--- src/rtl/axi4lite_regbank_nxm.sv ---
// rtl/axi4lite_regbank_nxm.sv - AXI4-Lite slave register bank with N_WR control and N_RD status words
// Ports:
//   S_AXI_ACLK, S_AXI_ARESETN          clock, asynchronous active-low reset
//   S_AXI_AW*/W*/B*/AR*/R*             AXI4-Lite slave channels (AWPROT/ARPROT ignored)
//   sw_write32                         flattened control words, word k at [32k+31:32k]
//   sw_read32                          flattened status inputs, same layout
//   sw_wr_pulse / sw_rd_pulse          one-cycle strobes on accepted control writes / status reads
module axi4lite_regbank_nxm #(
  parameter int C_S_AXI_DATA_WIDTH = 32,
  parameter int C_S_AXI_ADDR_WIDTH = 11,
  parameter int N_WR = 4,
  parameter int N_RD = 4
) (
  input  logic                                 S_AXI_ACLK,
  input  logic                                 S_AXI_ARESETN,
  input  logic [C_S_AXI_ADDR_WIDTH-1:0]        S_AXI_AWADDR,
  input  logic [2:0]                           S_AXI_AWPROT,
  input  logic                                 S_AXI_AWVALID,
  output logic                                 S_AXI_AWREADY,
  input  logic [C_S_AXI_DATA_WIDTH-1:0]        S_AXI_WDATA,
  input  logic [C_S_AXI_DATA_WIDTH/8-1:0]      S_AXI_WSTRB,
  input  logic                                 S_AXI_WVALID,
  output logic                                 S_AXI_WREADY,
  output logic [1:0]                           S_AXI_BRESP,
  output logic                                 S_AXI_BVALID,
  input  logic                                 S_AXI_BREADY,
  input  logic [C_S_AXI_ADDR_WIDTH-1:0]        S_AXI_ARADDR,
  input  logic [2:0]                           S_AXI_ARPROT,
  input  logic                                 S_AXI_ARVALID,
  output logic                                 S_AXI_ARREADY,
  output logic [C_S_AXI_DATA_WIDTH-1:0]        S_AXI_RDATA,
  output logic [1:0]                           S_AXI_RRESP,
  output logic                                 S_AXI_RVALID,
  input  logic                                 S_AXI_RREADY,
  output logic [N_WR*C_S_AXI_DATA_WIDTH-1:0]   sw_write32,
  input  logic [N_RD*C_S_AXI_DATA_WIDTH-1:0]   sw_read32,
  output logic [N_WR-1:0]                      sw_wr_pulse,
  output logic [N_RD-1:0]                      sw_rd_pulse
);
  localparam int DW = C_S_AXI_DATA_WIDTH;
  localparam int NB = DW / 8;
  localparam int IW = C_S_AXI_ADDR_WIDTH - 2;
  localparam logic [1:0] RESP_OKAY   = 2'b00;
  localparam logic [1:0] RESP_SLVERR = 2'b10;
  localparam logic [1:0] RESP_DECERR = 2'b11;
  localparam logic [1:0] REG_CTL = 2'd0;
  localparam logic [1:0] REG_STS = 2'd1;

  typedef enum logic {W_IDLE, W_RESP} wstate_t;
  typedef enum logic {R_IDLE, R_DATA} rstate_t;

  wstate_t         wstate;
  rstate_t         rstate;
  logic            live;       // holds the ready outputs low until the first edge after reset
  logic [DW-1:0]   regs [N_WR];
  logic            aw_done, w_done;
  logic [IW-1:0]   aw_idx_q;
  logic [DW-1:0]   wdata_q;
  logic [NB-1:0]   wstrb_q;

  logic            aw_hs, w_hs, do_write;
  logic [IW-1:0]   w_idx, r_idx;
  logic [DW-1:0]   w_data, r_word;
  logic [NB-1:0]   w_strb;
  logic [1:0]      w_reg, r_resp;
  logic [N_RD-1:0] r_hit;
  logic            unused_bits;

  assign unused_bits = ^{S_AXI_AWPROT, S_AXI_ARPROT, S_AXI_AWADDR[1:0], S_AXI_ARADDR[1:0]};

  // 0 = control, 1 = status, 2 = unmapped
  function automatic logic [1:0] region(input logic [IW-1:0] idx);
    if (32'(idx) < 32'(N_WR)) return REG_CTL;
    if (32'(idx) < 32'(N_WR + N_RD)) return REG_STS;
    return 2'd2;
  endfunction

  for (genvar g = 0; g < N_WR; g++) begin : g_flat
    assign sw_write32[g*DW +: DW] = regs[g];
  end

  assign S_AXI_AWREADY = live && (wstate == W_IDLE) && !aw_done;
  assign S_AXI_WREADY  = live && (wstate == W_IDLE) && !w_done;
  assign S_AXI_ARREADY = live && (rstate == R_IDLE);

  assign aw_hs = S_AXI_AWVALID && S_AXI_AWREADY;
  assign w_hs  = S_AXI_WVALID && S_AXI_WREADY;

  // Either half may already be captured or be handshaking this cycle; the write
  // commits at the edge where the second half arrives.
  assign w_idx    = aw_done ? aw_idx_q : S_AXI_AWADDR[C_S_AXI_ADDR_WIDTH-1:2];
  assign w_data   = w_done ? wdata_q : S_AXI_WDATA;
  assign w_strb   = w_done ? wstrb_q : S_AXI_WSTRB;
  assign do_write = (wstate == W_IDLE) && (aw_done || aw_hs) && (w_done || w_hs);
  assign w_reg    = region(w_idx);

  always_ff @(posedge S_AXI_ACLK or negedge S_AXI_ARESETN) begin
    if (!S_AXI_ARESETN) begin
      wstate       <= W_IDLE;
      live         <= 1'b0;
      aw_done      <= 1'b0;
      w_done       <= 1'b0;
      aw_idx_q     <= '0;
      wdata_q      <= '0;
      wstrb_q      <= '0;
      S_AXI_BVALID <= 1'b0;
      S_AXI_BRESP  <= RESP_OKAY;
      sw_wr_pulse  <= '0;
      for (int k = 0; k < N_WR; k++) regs[k] <= '0;
    end else begin
      live        <= 1'b1;
      sw_wr_pulse <= '0;
      case (wstate)
        W_IDLE: begin
          if (do_write) begin
            aw_done      <= 1'b0;
            w_done       <= 1'b0;
            S_AXI_BVALID <= 1'b1;
            wstate       <= W_RESP;
            if (w_reg == REG_CTL) begin
              S_AXI_BRESP <= RESP_OKAY;
              for (int k = 0; k < N_WR; k++) begin
                if (32'(w_idx) == 32'(k)) begin
                  sw_wr_pulse[k] <= 1'b1;
                  for (int b = 0; b < NB; b++)
                    if (w_strb[b]) regs[k][8*b +: 8] <= w_data[8*b +: 8];
                end
              end
            end else if (w_reg == REG_STS) begin
              S_AXI_BRESP <= RESP_SLVERR;
            end else begin
              S_AXI_BRESP <= RESP_DECERR;
            end
          end else begin
            if (aw_hs) begin
              aw_done  <= 1'b1;
              aw_idx_q <= S_AXI_AWADDR[C_S_AXI_ADDR_WIDTH-1:2];
            end
            if (w_hs) begin
              w_done  <= 1'b1;
              wdata_q <= S_AXI_WDATA;
              wstrb_q <= S_AXI_WSTRB;
            end
          end
        end
        W_RESP: begin
          if (S_AXI_BREADY) begin
            S_AXI_BVALID <= 1'b0;
            wstate       <= W_IDLE;
          end
        end
      endcase
    end
  end

  assign r_idx = S_AXI_ARADDR[C_S_AXI_ADDR_WIDTH-1:2];

  always_comb begin
    r_word = '0;
    r_resp = RESP_DECERR;
    r_hit  = '0;
    case (region(r_idx))
      REG_CTL: begin
        r_resp = RESP_OKAY;
        for (int k = 0; k < N_WR; k++)
          if (32'(r_idx) == 32'(k)) r_word = regs[k];
      end
      REG_STS: begin
        r_resp = RESP_OKAY;
        for (int k = 0; k < N_RD; k++) begin
          if (32'(r_idx) == 32'(N_WR + k)) begin
            r_word   = sw_read32[k*DW +: DW];
            r_hit[k] = 1'b1;
          end
        end
      end
      default: ;
    endcase
  end

  always_ff @(posedge S_AXI_ACLK or negedge S_AXI_ARESETN) begin
    if (!S_AXI_ARESETN) begin
      rstate       <= R_IDLE;
      S_AXI_RVALID <= 1'b0;
      S_AXI_RDATA  <= '0;
      S_AXI_RRESP  <= RESP_OKAY;
      sw_rd_pulse  <= '0;
    end else begin
      sw_rd_pulse <= '0;
      case (rstate)
        R_IDLE: begin
          if (S_AXI_ARVALID && S_AXI_ARREADY) begin
            S_AXI_RDATA  <= r_word;
            S_AXI_RRESP  <= r_resp;
            S_AXI_RVALID <= 1'b1;
            sw_rd_pulse  <= r_hit;
            rstate       <= R_DATA;
          end
        end
        R_DATA: begin
          if (S_AXI_RREADY) begin
            S_AXI_RVALID <= 1'b0;
            rstate       <= R_IDLE;
          end
        end
      endcase
    end
  end
endmodule

--- config.mk ---
export PLATFORM = sky130hd
export DESIGN_NAME = axi4lite_regbank_nxm
export DESIGN_NICKNAME = d
export VERILOG_FILES = /design/src/rtl/axi4lite_regbank_nxm.sv
export SDC_FILE = /design/constraint.sdc
export NUM_CORES = 1
export LEC_CHECK = 0
export CAP_MARGIN = 20
export CORE_AREA = 2 2 145 147
export CTS_BUF_LIST = sky130_fd_sc_hd__clkbuf_8
export CTS_CLUSTER_SIZE = 10
export DETAILED_ROUTE_END_ITERATION = 8
export DIE_AREA = 0 0 147 149
export DONT_BUFFER_PORTS = 1
export MAX_ROUTING_LAYER = met4
export PLACE_DENSITY_LB_ADDON = 0.3
export SLEW_MARGIN = 5
export SYNTH_ARGS = -nofsm -noshare
export SYNTH_HDL_FRONTEND = slang
export SYNTH_SLANG_ARGS = --single-unit
--- constraint.sdc ---
create_clock -name S_AXI_ACLK -period 2.6 [get_ports S_AXI_ACLK]
set_input_delay 0.52 -clock S_AXI_ACLK [delete_from_list [all_inputs] [get_ports S_AXI_ACLK]]
set_output_delay 0.52 -clock S_AXI_ACLK [all_outputs]
set_load 0.02 [all_outputs]
==> insert_results.sql, run 1 <==
INSERT INTO impl_metrics (metric_group, metric, value, unit) VALUES
('detailed_routing', 'post_drt_via_cell_ratio', '6.274', ''),
('critical_path', 'crit_path_end_kind', 'flip-flop', ''),
('pwr', 'power.clock.fraction', '0.322', ''),
('flow_run', 'maxCapViolCount', '0', ''),
('detailed_routing', 'routed_wirelength', '28.81', 'mm'),
('critical_path', 'critical_path.startpoint_type', 'flip-flop', ''),
('pwr', 'share_comb_of_total_power', '0.193', ''),
('pwr', 'static-leakage-power', '5.388', 'nW'),
('floorplan', 'rows', '53', ''),
('sta', 'post_route_fraction_of_the_period_consumed_by_the_critical_path', '0.9147', ''),
('sta', 'setup_viol', '0', ''),
('global_routing', 'grt_use_met3', '0.09664', ''),
('clocking', 'root_buffer', 'clkbuf_8', ''),
('final_layout', 'final_common_cell', 'dfrtp_1', ''),
('sta', 'final.hold.worst_slack', '-0.2893', 'ns'),
('sta', 'clock-skew-final', '0.01131', 'ns'),
('detailed_routing', 'detailed_router_iteration_count_before_antenna_repair', '5', ''),
('placed_design', 'dp_hpwl', '20.02', 'mm'),
('yosys', 'synth.lib_cells_used.distinct', '37', ''),
('placed_design', 'routabilityCongestion', '0.8550', ''),
('final_layout', 'syn2layout_area_growth', '9.546', '%'),
('clocking', 'insertion_delay', '0.52', 'ns'),
('clocking', 'cts.reportedPaths.clkPinSlew', '0.06', 'ns'),
('critical_path', 'critical_path.reg2reg.endpoint', 'sw_write32[31]', ''),
('clocking', 'cts_tree', 'yes', ''),
('yosys', 'ys_ff_latch', '223', ''),
('detailed_routing', 'route.detailed.drc', '0', ''),
('pwr', 'total_power', '9.696', 'mW'),
('pwr', 'total_switching_power', '2.900', 'mW'),
('critical_path', 'worstPathArrival', '2.77', 'ns'),
('pwr', 'p_int', '6.796', 'mW'),
('sta', 'report.final.slew_viol_count', '0', ''),
('final_layout', 'combined_area_of_the_multi_input_logic_cells', '4960', 'um2'),
('global_routing', 'grt-ovfl-total', '0', ''),
('yosys', 'postSynthAreaPerCell', '14.85', 'um2'),
('sta', 'final.setup.tns', '0', 'ns'),
('global_routing', 'met2_usage', '0.4493', ''),
('clocking', 'number_of_levels_in_the_clock_h_tree', '2', ''),
('clocking', 'cts_inserted_buffers', '38', ''),
('status', 'run_status', 'finished with violations', ''),
('yosys', 'synth_instances', '724', ''),
('final_layout', 'mostFrequentLayoutCells', '221 x dfrtp_1, 199 x mux2_2, 64 x mux4_2', ''),
('pwr', 'powerDensity', '823.5', 'nW/um2'),
('sta', 'worst_slew_margin_rel', '0.6320', ''),
('critical_path', 'r2r.worst_path.cells', '5', ''),
('sta', 'timing_worst_slew_pin_value', '0.5470', 'ns'),
('pwr', 'power.switching_fraction', '0.2991', ''),
('detailed_routing', 'initialDrtViolationCount', '316', ''),
('detailed_routing', 'route.vias.total', '6537', ''),
('detailed_routing', 'antenna_violating_nets_post_route', '0', ''),
('critical_path', 'reg2reg_from', 'aw_done', ''),
('status', 'failed_checks', 'negative hold slack', ''),
('final_layout', 'finalCoreUtilization', '0.5727', ''),
('sta', 'timing.final.crit_period', '2.378', 'ns'),
('floorplan', 'initial_cell_density_of_the_core', '0.5228', ''),
('yosys', 'mappedNetlistNets', '923', ''),
('global_routing', 'initial_antenna_violation_count', '6', ''),
('min_path', 'worstHoldPathType', 'in -> async', ''),
('clocking', 'clock_tree.buffer_depth', '3', ''),
('global_routing', 'first_global_vias', '7028', ''),
('final_layout', 'drive_above_1_share', '0.4665', ''),
('floorplan', 'floorplan.core_area', '20560', 'um2'),
('pwr', 'seq_power_share', '0.484', ''),
('sta', 'hold_viol_final', '223', ''),
('sta', 'worst_slack', '0.2219', 'ns'),
('clocking', 'cts_sinks', '223', ''),
('global_routing', 'pin_count_of_the_biggest_net_entering_global_routing', '224', ''),
('yosys', 'synthesis.area', '10750', 'um2'),
('yosys', 'fraction_of_the_yosys_area_taken_by_sequential_cells', '0.5192', ''),
('final_layout', 'post_route_standard_cell_area_excluding_fillers', '11770', 'um2'),
('critical_path', 'critical_path.max_fanout', '15', '');
## registers in the layout, summed over array words and instances, names as in the netlist
register,count
sw_write32,128
wstate,1
aw_idx_q,9
S_AXI_BVALID,1
S_AXI_RRESP,1
S_AXI_RDATA,32
rstate,1
S_AXI_BRESP,2
w_done,1
wstrb_q,4
sw_wr_pulse,4
live,1
S_AXI_RVALID,1
sw_rd_pulse,4
wdata_q,32
aw_done,1
## metal layers
| metal | vias to the layer above | share of wire |
|---|---|---|
| met1 | 3445 | 0.37 |
| met3 | 48 | 0.090 |
| li1 | 2748 | - |
| met4 | 0 | 0.022 |
| met5 | - | 0 |
| met2 | 296 | 0.52 |
## area by class of cell
cell class | instances | area share
clock buffer | 47 | 0.05494
timing repair buffer | 13 | 0.008289
inverter | 5 | 0.001594
clock inverter | 19 | 0.009245
multi-input combinational | 454 | 0.4213
sequential | 223 | 0.4742
tap | 275 | 0.02922
antenna | 6 | 0.001275
## power groups by stage
stage	Combinational [mW]	Sequential, mW	Clock, mW
finish	1.87	4.70	3.12
global route	2.03	4.76	3.35
floorplan	1.60	4.57	0
CTS	1.88	4.69	3.19
global placement	1.78	4.70	0
detailed placement	1.87	4.75	0
## how the worst max path moves through the flow
stage,from,endpoint
2_1_floorplan,S_AXI_ARADDR[2],S_AXI_RDATA[10]
3_3_place_gp,aw_done,sw_write32[120]
3_5_place_dp,aw_done,sw_write32[118]
4_1_cts,aw_done,sw_write32[116]
5_1_grt,aw_done,sw_write32[31]
6_report,aw_done,sw_write32[31]
## repair_timing
item | 4_1_cts | 5_1_grt
endpoints found under the setup margin | 0 | 36
hold endpoints to repair | 223 | 223
setup buffers | 0 | 0
gates resized for setup | 0 | 6
## kinds of logic after synthesis
logic type	Yosys count	synth area share
buffers and inverters	47	0.02049
and+or+nand+nor	97	0.04889
muxes	306	0.3842
DFF	223	0.5192
AOI/OAI and AO/OA	50	0.02689
other	1	0.0003489
## metrics by stage
step | cells | hold slack [ns]
2_1_floorplan | 724 | 0.2244
3_3_place_gp | 970 | 0.2323
3_5_place_dp | 970 | 0.2322
4_1_cts | 1036 | -0.3256
5_1_grt | 1042 | -0.3364
6_report | 1042 | -0.2893
## cell usage after synthesis
library cell | count | area, um2
a21oi_1 | 4 | 20.02
a21oi_2 | 1 | 8.760
a21oi_4 | 1 | 16.27
a31oi_1 | 1 | 6.260
a32oi_1 | 1 | 8.760
and2_1 | 2 | 12.51
and3_1 | 4 | 25.02
and4_1 | 1 | 8.760
buf_1 | 5 | 18.77
buf_2 | 11 | 55.05
buf_4 | 6 | 45.04
buf_6 | 1 | 11.26
clkbuf_1 | 19 | 71.32
conb_1 | 1 | 3.750
dfrtp_1 | 223 | 5580
inv_1 | 5 | 18.77
mux2_1 | 9 | 101.4
mux2_2 | 199 | 2241
mux2_4 | 1 | 15.01
mux2i_1 | 33 | 330.3
mux4_2 | 64 | 1441
nand2_1 | 50 | 187.7
nand2b_1 | 1 | 6.260
nand3_1 | 1 | 5.000
nand3_2 | 14 | 140.1
nand4_1 | 1 | 6.260
nor2_1 | 10 | 37.54
nor2_8 | 1 | 20.02
nor2b_1 | 1 | 6.260
nor3_1 | 3 | 15.01
nor3b_1 | 4 | 30.03
nor4_1 | 3 | 18.77
o21a_1 | 1 | 7.510
o21ai_0 | 37 | 185.2
o22ai_1 | 1 | 6.260
o32a_1 | 3 | 30.03
or3_1 | 1 | 6.260
## worst max-delay path, cell delays in order (launching register included)
cell and delay [ns]:
dfrtp_2 0.51, o22ai_1 0.16, or3_1 0.55, nor2_8 0.30, nand3_2 0.31, mux2_1 0.42
Note: power is estimated with default switching activity, not from simulation.
==> inputs of run 2 (changes only) <==
REMOVE_ABC_BUFFERS = 1   (was not set)
SETUP_SLACK_MARGIN = 0.02   (was not set)
==> insert_results.sql, run 2 (synthesized netlist as in run 1, its figures left out) <==
INSERT INTO impl_metrics (metric_group, metric, value, unit) VALUES
('sta', 'post_route_fraction_of_the_period_consumed_by_the_critical_path', '0.9019', ''),
('sta', 'final.hold.worst_slack', '-0.2949', 'ns'),
('critical_path', 'worst-setup-path-type', 'reg -> reg', ''),
('sta', 'setup_viol', '0', ''),
('critical_path', 'slowest_delay', '0.56', 'ns'),
('status', 'run_status', 'finished with violations', ''),
('status', 'failed_checks', 'negative hold slack', ''),
('flow_run', 'maxCapViolCount', '0', ''),
('pwr', 'worst_ir_drop_vdd', '0.5596', 'mV'),
('critical_path', 'critical_path.reg2reg.endpoint', 'sw_write32[39]', ''),
('placed_design', 'routabilityCongestion', '0.8338', ''),
('global_routing', 'grt_first_pass_wirelength', '41.59', 'mm'),
('clocking', 'cts_setup_buffers', '0', ''),
('critical_path', 'r2r.worst_path.cells', '5', ''),
('placed_design', 'place_ws', '0.1284', 'ns'),
('min_path', 'worstHoldPathType', 'in -> async', ''),
('critical_path', 'reg2reg_from', 'aw_done', ''),
('floorplan', 'floorplan.die_area', '21900', 'um2'),
('critical_path', 'crit_path_end_kind', 'flip-flop', ''),
('global_routing', 'global_route.usage.total', '0.2527', ''),
('clocking', 'cts_tree', 'yes', ''),
('final_layout', 'antenna_cells_inserted', '0', ''),
('global_routing', 'first_global_vias', '7373', ''),
('critical_path', 'cp.depth', '5', ''),
('detailed_routing', 'routedWlPerCell', '25.81', 'um'),
('clocking', 'insertion_delay', '0.52', 'ns'),
('critical_path', 'critPathRequiredTime', '2.99', 'ns'),
('floorplan', 'floorplan.core_area', '20560', 'um2'),
('final_layout', 'final_common_cell', 'dfrtp_1', ''),
('sta', 'worst_slew_margin_rel', '0.5153', ''),
('critical_path', 'worstPathArrival', '2.74', 'ns'),
('floorplan', 'initial_cell_density_of_the_core', '0.5228', ''),
('final_layout', 'syn2layout_area_growth', '10.56', '%'),
('final_layout', 'nNetsFinal', '944', ''),
('clocking', 'ctsResizeCount', '0', ''),
('critical_path', 'critical_path_cell_by_cell', 'o22ai_1, or3_1, nor2_8, nand3_2, mux2_1', ''),
('sta', 'report.final.slew_viol_count', '0', ''),
('sta', 'rsz_0062_raised_after_global_routing', 'no', ''),
('critical_path', 'worst-path-buf-inv', '0', ''),
('clocking', 'root_buffer', 'clkbuf_8', ''),
('final_layout', 'largest_register_ff_count', '128', ''),
('sta', 'max_freq', '426.4', 'MHz'),
('detailed_routing', 'route.detailed.drc', '0', ''),
('detailed_routing', 'detailed_router_iteration_count_before_antenna_repair', '4', ''),
('final_layout', 'mostFrequentLayoutCells', '222 x dfrtp_1, 199 x mux2_2, 64 x mux4_2', ''),
('floorplan', 'boundaryPins', '376', ''),
('global_routing', 'initial_antenna_violation_count', '0', ''),
('global_routing', 'grt-ovfl-total', '0', ''),
('detailed_routing', 'antenna_violating_nets_post_route', '0', ''),
('critical_path', 'reg2reg_slack', '0.26', 'ns'),
('clocking', 'cts_sinks', '223', ''),
('final_layout', 'drive_above_1_share', '0.4643', ''),
('sta', 'timing_worst_slew_pin_value', '0.7203', 'ns'),
('critical_path', 'cpMaxStageDelayCell', 'or3_1', ''),
('global_routing', 'pin_count_of_the_biggest_net_entering_global_routing', '224', ''),
('placed_design', 'dp_hpwl', '18.47', 'mm'),
('critical_path', 'critical_path.max_fanout', '9', ''),
('floorplan', 'die_w', '147', 'um'),
('sta', 'timing.final.crit_period', '2.345', 'ns'),
('detailed_routing', 'initialDrtViolationCount', '218', ''),
('pwr', 'powerDensity', '825.5', 'nW/um2'),
('sta', 'hold_viol_final', '223', ''),
('detailed_routing', 'post_drt_via_cell_ratio', '6.259', ''),
('pwr', 'static-leakage-power', '5.479', 'nW'),
('clocking', 'cts_inserted_buffers', '39', ''),
('clocking', 'clock_tree.buffer_depth', '3', ''),
('final_layout', 'finalCoreUtilization', '0.5780', ''),
('detailed_routing', 'route.vias.total', '6547', ''),
('floorplan', 'die_height', '149', 'um'),
('critical_path', 'timing.critical_path.max_delay_family', 'simple AND/OR/NAND/NOR gates', ''),
('detailed_routing', 'routed_wirelength', '27.00', 'mm'),
('floorplan', 'rows', '53', ''),
('clocking', 'cts.reportedPaths.clkPinSlew', '0.06', 'ns'),
('sta', 'worst_slack', '0.2550', 'ns'),
('clocking', 'number_of_levels_in_the_clock_h_tree', '2', ''),
('sta', 'clock-skew-final', '0.009699', 'ns'),
('placed_design', 'placement.io_buffers', '0', ''),
('critical_path', 'critical_path.startpoint_type', 'flip-flop', '');
run 2: cell type report:
| type | count | area (um2) |
|---|---|---|
| sequential | 223 | 5582 |
| tap | 275 | 344.1 |
| timing repair buffer | 22 | 190.2 |
| inverter | 5 | 18.77 |
| clock buffer | 52 | 715.7 |
| clock inverter | 15 | 82.58 |
| multi-input combinational | 454 | 4950 |
| fill | 1600 | 8675 |
run 2: worst max path at each step:
stage                          from              to
CTS                         aw_done   sw_write32[7]
global route                aw_done   sw_write32[7]
global placement    S_AXI_AWADDR[8]   sw_write32[7]
floorplan                    w_done      wdata_q[0]
finish                      aw_done  sw_write32[39]
detailed placement  S_AXI_AWADDR[8]   sw_write32[7]
run 2: metal layers:
metal  vias up  part of all wire  GRT usage
met1      3398              0.37     0.2956
li1       2754                 -          -
met2       326              0.51     0.4164
met3        69             0.085    0.07890
met5         -                 0          -
met4         0             0.032    0.09135
run 2: through the flow:
stage	power [mW]	instance area, um2	setup TNS (ns)	hold WS, ns	instances
after global placement	6.482	11080	0	0.2297	979
after floorplan	6.075	10550	-23.47	0.2244	682
after CTS	9.910	11880	0	-0.3262	1046
final	9.809	11880	0	-0.2949	1046
after global routing	10.30	11880	0	-0.3360	1046
after detailed placement	6.624	11080	0	0.2274	979
run 2: worst reg2reg max path, stage by stage, from the launching register on:
cell,delay (ns)
dfrtp_1,0.49
o22ai_1,0.16
or3_1,0.56
nor2_8,0.30
nand3_2,0.31
mux2_1,0.41
run 2: where the power goes:
group	internal, mW	switching, mW	total (mW)	leakage, nW
sequential	4.04	0.637	4.68	2.96
combinational	1.06	0.836	1.89	2.05
clock	1.87	1.37	3.24	0.463
==> inputs of run 3 (changes only) <==
clock period = 2.5 ns   (was 2.6 ns; I/O delays follow)
==> insert_results.sql, run 3 (synthesized netlist as in run 1, its figures left out) <==
INSERT INTO impl_metrics (metric_group, metric, value, unit) VALUES
('final_layout', 'largest_register_ff_count', '128', ''),
('flow_run', 'maxCapViolCount', '0', ''),
('critical_path', 'worstPathArrival', '2.57', 'ns'),
('clocking', 'cts_inserted_buffers', '38', ''),
('final_layout', 'nNetsFinal', '942', ''),
('critical_path', 'critPathRequiredTime', '2.89', 'ns'),
('sta', 'setup_viol', '0', ''),
('pwr', 'power.clock.fraction', '0.324', ''),
('clocking', 'number_of_levels_in_the_clock_h_tree', '2', ''),
('placed_design', 'placement.io_buffers', '0', ''),
('pwr', 'worst_ir_drop_vdd', '0.6022', 'mV'),
('critical_path', 'critical_path_cell_by_cell', 'o22ai_1, or3_1, nor2_8, nand3_2, mux2_1', ''),
('critical_path', 'slowest_delay', '0.55', 'ns'),
('detailed_routing', 'routed_wirelength', '26.49', 'mm'),
('global_routing', 'grt_first_pass_wirelength', '40.42', 'mm'),
('floorplan', 'die_height', '149', 'um'),
('sta', 'max_freq', '457.9', 'MHz'),
('final_layout', 'post_route_standard_cell_area_excluding_fillers', '11830', 'um2'),
('sta', 'report.final.slew_viol_count', '0', ''),
('detailed_routing', 'routedWlPerCell', '25.32', 'um'),
('clocking', 'cts_tree', 'yes', ''),
('final_layout', 'final_common_cell', 'dfrtp_1', ''),
('placed_design', 'dp_hpwl', '18.17', 'mm'),
('status', 'failed_checks', 'negative hold slack', ''),
('floorplan', 'boundaryPins', '376', ''),
('critical_path', 'worst-setup-path-type', 'reg -> reg', ''),
('critical_path', 'cpMaxStageDelayCell', 'or3_1', ''),
('pwr', 'seq_power_share', '0.482', ''),
('pwr', 'p_int', '7.104', 'mW'),
('placed_design', 'routabilityCongestion', '0.8093', ''),
('floorplan', 'die_w', '147', 'um'),
('sta', 'clock-skew-final', '0.01878', 'ns'),
('detailed_routing', 'post_drt_via_cell_ratio', '6.164', ''),
('sta', 'timing_worst_slew_pin_value', '0.6133', 'ns'),
('critical_path', 'timing.critical_path.max_delay_family', 'simple AND/OR/NAND/NOR gates', ''),
('sta', 'rsz_0062_raised_after_global_routing', 'no', ''),
('critical_path', 'critical_path.startpoint_type', 'flip-flop', ''),
('floorplan', 'floorplan.core_area', '20560', 'um2'),
('global_routing', 'grt-ovfl-total', '0', ''),
('sta', 'timing.final.crit_period', '2.184', 'ns'),
('global_routing', 'global_route.usage.total', '0.2458', ''),
('sta', 'final.hold.worst_slack', '-0.3116', 'ns'),
('final_layout', 'syn2layout_area_growth', '10.06', '%'),
('status', 'run_status', 'finished with violations', ''),
('final_layout', 'finalCoreUtilization', '0.5754', ''),
('detailed_routing', 'route.detailed.drc', '0', ''),
('min_path', 'worstHoldPathType', 'in -> async', ''),
('pwr', 'static-leakage-power', '5.459', 'nW'),
('detailed_routing', 'detailed_router_iteration_count_before_antenna_repair', '4', ''),
('floorplan', 'rows', '53', ''),
('critical_path', 'critical_path.max_fanout', '9', ''),
('clocking', 'ctsResizeCount', '0', ''),
('critical_path', 'crit_path_end_kind', 'flip-flop', ''),
('detailed_routing', 'antenna_violating_nets_post_route', '0', ''),
('sta', 'hold_viol_final', '223', ''),
('floorplan', 'initial_cell_density_of_the_core', '0.5228', ''),
('critical_path', 'worst-path-buf-inv', '0', ''),
('clocking', 'insertion_delay', '0.52', 'ns'),
('global_routing', 'first_global_vias', '7141', ''),
('final_layout', 'drive_above_1_share', '0.4604', ''),
('final_layout', 'mostFrequentLayoutCells', '222 x dfrtp_1, 199 x mux2_2, 64 x mux4_2', ''),
('final_layout', 'antenna_cells_inserted', '0', ''),
('global_routing', 'pin_count_of_the_biggest_net_entering_global_routing', '224', ''),
('clocking', 'root_buffer', 'clkbuf_8', ''),
('detailed_routing', 'initialDrtViolationCount', '226', ''),
('sta', 'post_route_fraction_of_the_period_consumed_by_the_critical_path', '0.8736', ''),
('clocking', 'cts.reportedPaths.clkPinSlew', '0.06', 'ns'),
('global_routing', 'initial_antenna_violation_count', '0', ''),
('clocking', 'cts_sinks', '223', ''),
('clocking', 'clock_tree.buffer_depth', '3', ''),
('clocking', 'cts_setup_buffers', '0', ''),
('pwr', 'share_comb_of_total_power', '0.194', ''),
('pwr', 'powerDensity', '849.3', 'nW/um2'),
('placed_design', 'dpl-instance-area', '11060', 'um2'),
('pwr', 'power.switching_fraction', '0.2929', ''),
('floorplan', 'floorplan.die_area', '21900', 'um2'),
('sta', 'worst_slew_margin_rel', '0.5874', ''),
('pwr', 'total_switching_power', '2.942', 'mW'),
('detailed_routing', 'route.vias.total', '6448', '');
[run 3: cell types whose count changed in the layout (fill, tap and decap cells not counted), sizes merged]
cell,delta
buf,-1
inv,+3
clkinv,+2
clkbuf,-4
[run 3: per-stage QoR]
| stage | setup TNS [ns] | worst slack, ns | power [mW] | instances | hold slack (ns) |
|---|---|---|---|---|---|
| floorplan | -40.00 | -0.4083 | 6.318 | 682 | 0.2044 |
| global placement | 0 | 0.2439 | 6.718 | 978 | 0.2100 |
| detailed placement | 0 | 0.2025 | 6.861 | 978 | 0.2082 |
| CTS | 0 | 0.3001 | 10.13 | 1046 | -0.3473 |
| global route | 0 | 0.1987 | 10.54 | 1046 | -0.3463 |
| finish | 0 | 0.3161 | 10.05 | 1046 | -0.3116 |
[run 3: routing by layer]
metal	global-route usage	vias up	part of all wire	wire [um]
met1	0.2892	3349	0.38	9968
met2	0.4143	302	0.52	13650
met4	0.07356	0	0.023	621
met3	0.07187	50	0.085	2246
li1	-	2747	-	-
met5	-	-	0	0
[run 3: power groups by stage]
stage | clock, mW | sequential (mW) | combinational (mW)
after CTS | 3.33 | 4.84 | 1.96
after detailed placement | 0 | 4.91 | 1.95
final | 3.25 | 4.85 | 1.95
after global placement | 0 | 4.86 | 1.85
after floorplan | 0 | 4.85 | 1.47
after global routing | 3.49 | 4.92 | 2.13
[run 3: cell type report]
cell class | count | area (um2)
Multi-Input combinational cell | 454 | 4950
Fill cell | 1662 | 8728
Clock inverter | 20 | 103.9
Sequential cell | 223 | 5582
Inverter | 5 | 18.77
Timing Repair Buffer | 21 | 170.2
Tap cell | 275 | 344.1
Clock buffer | 48 | 660.6
[run 3: worst paths after layout]
path                                    start              end  slack [ns]  cells past startpoint
worst max-delay path                   w_done   sw_write32[39]        0.32                      5
worst min-delay path            S_AXI_ARESETN    sw_write32[0]       -0.31                      0
worst max register to register         w_done   sw_write32[39]        0.32                      5
worst min register to register    wdata_q[17]      wdata_q[17]        0.50                      1
max in group asynchronous       S_AXI_ARESETN  S_AXI_RDATA[14]        2.52                      0
min in group S_AXI_ACLK          S_AXI_RREADY           rstate        0.08                      1
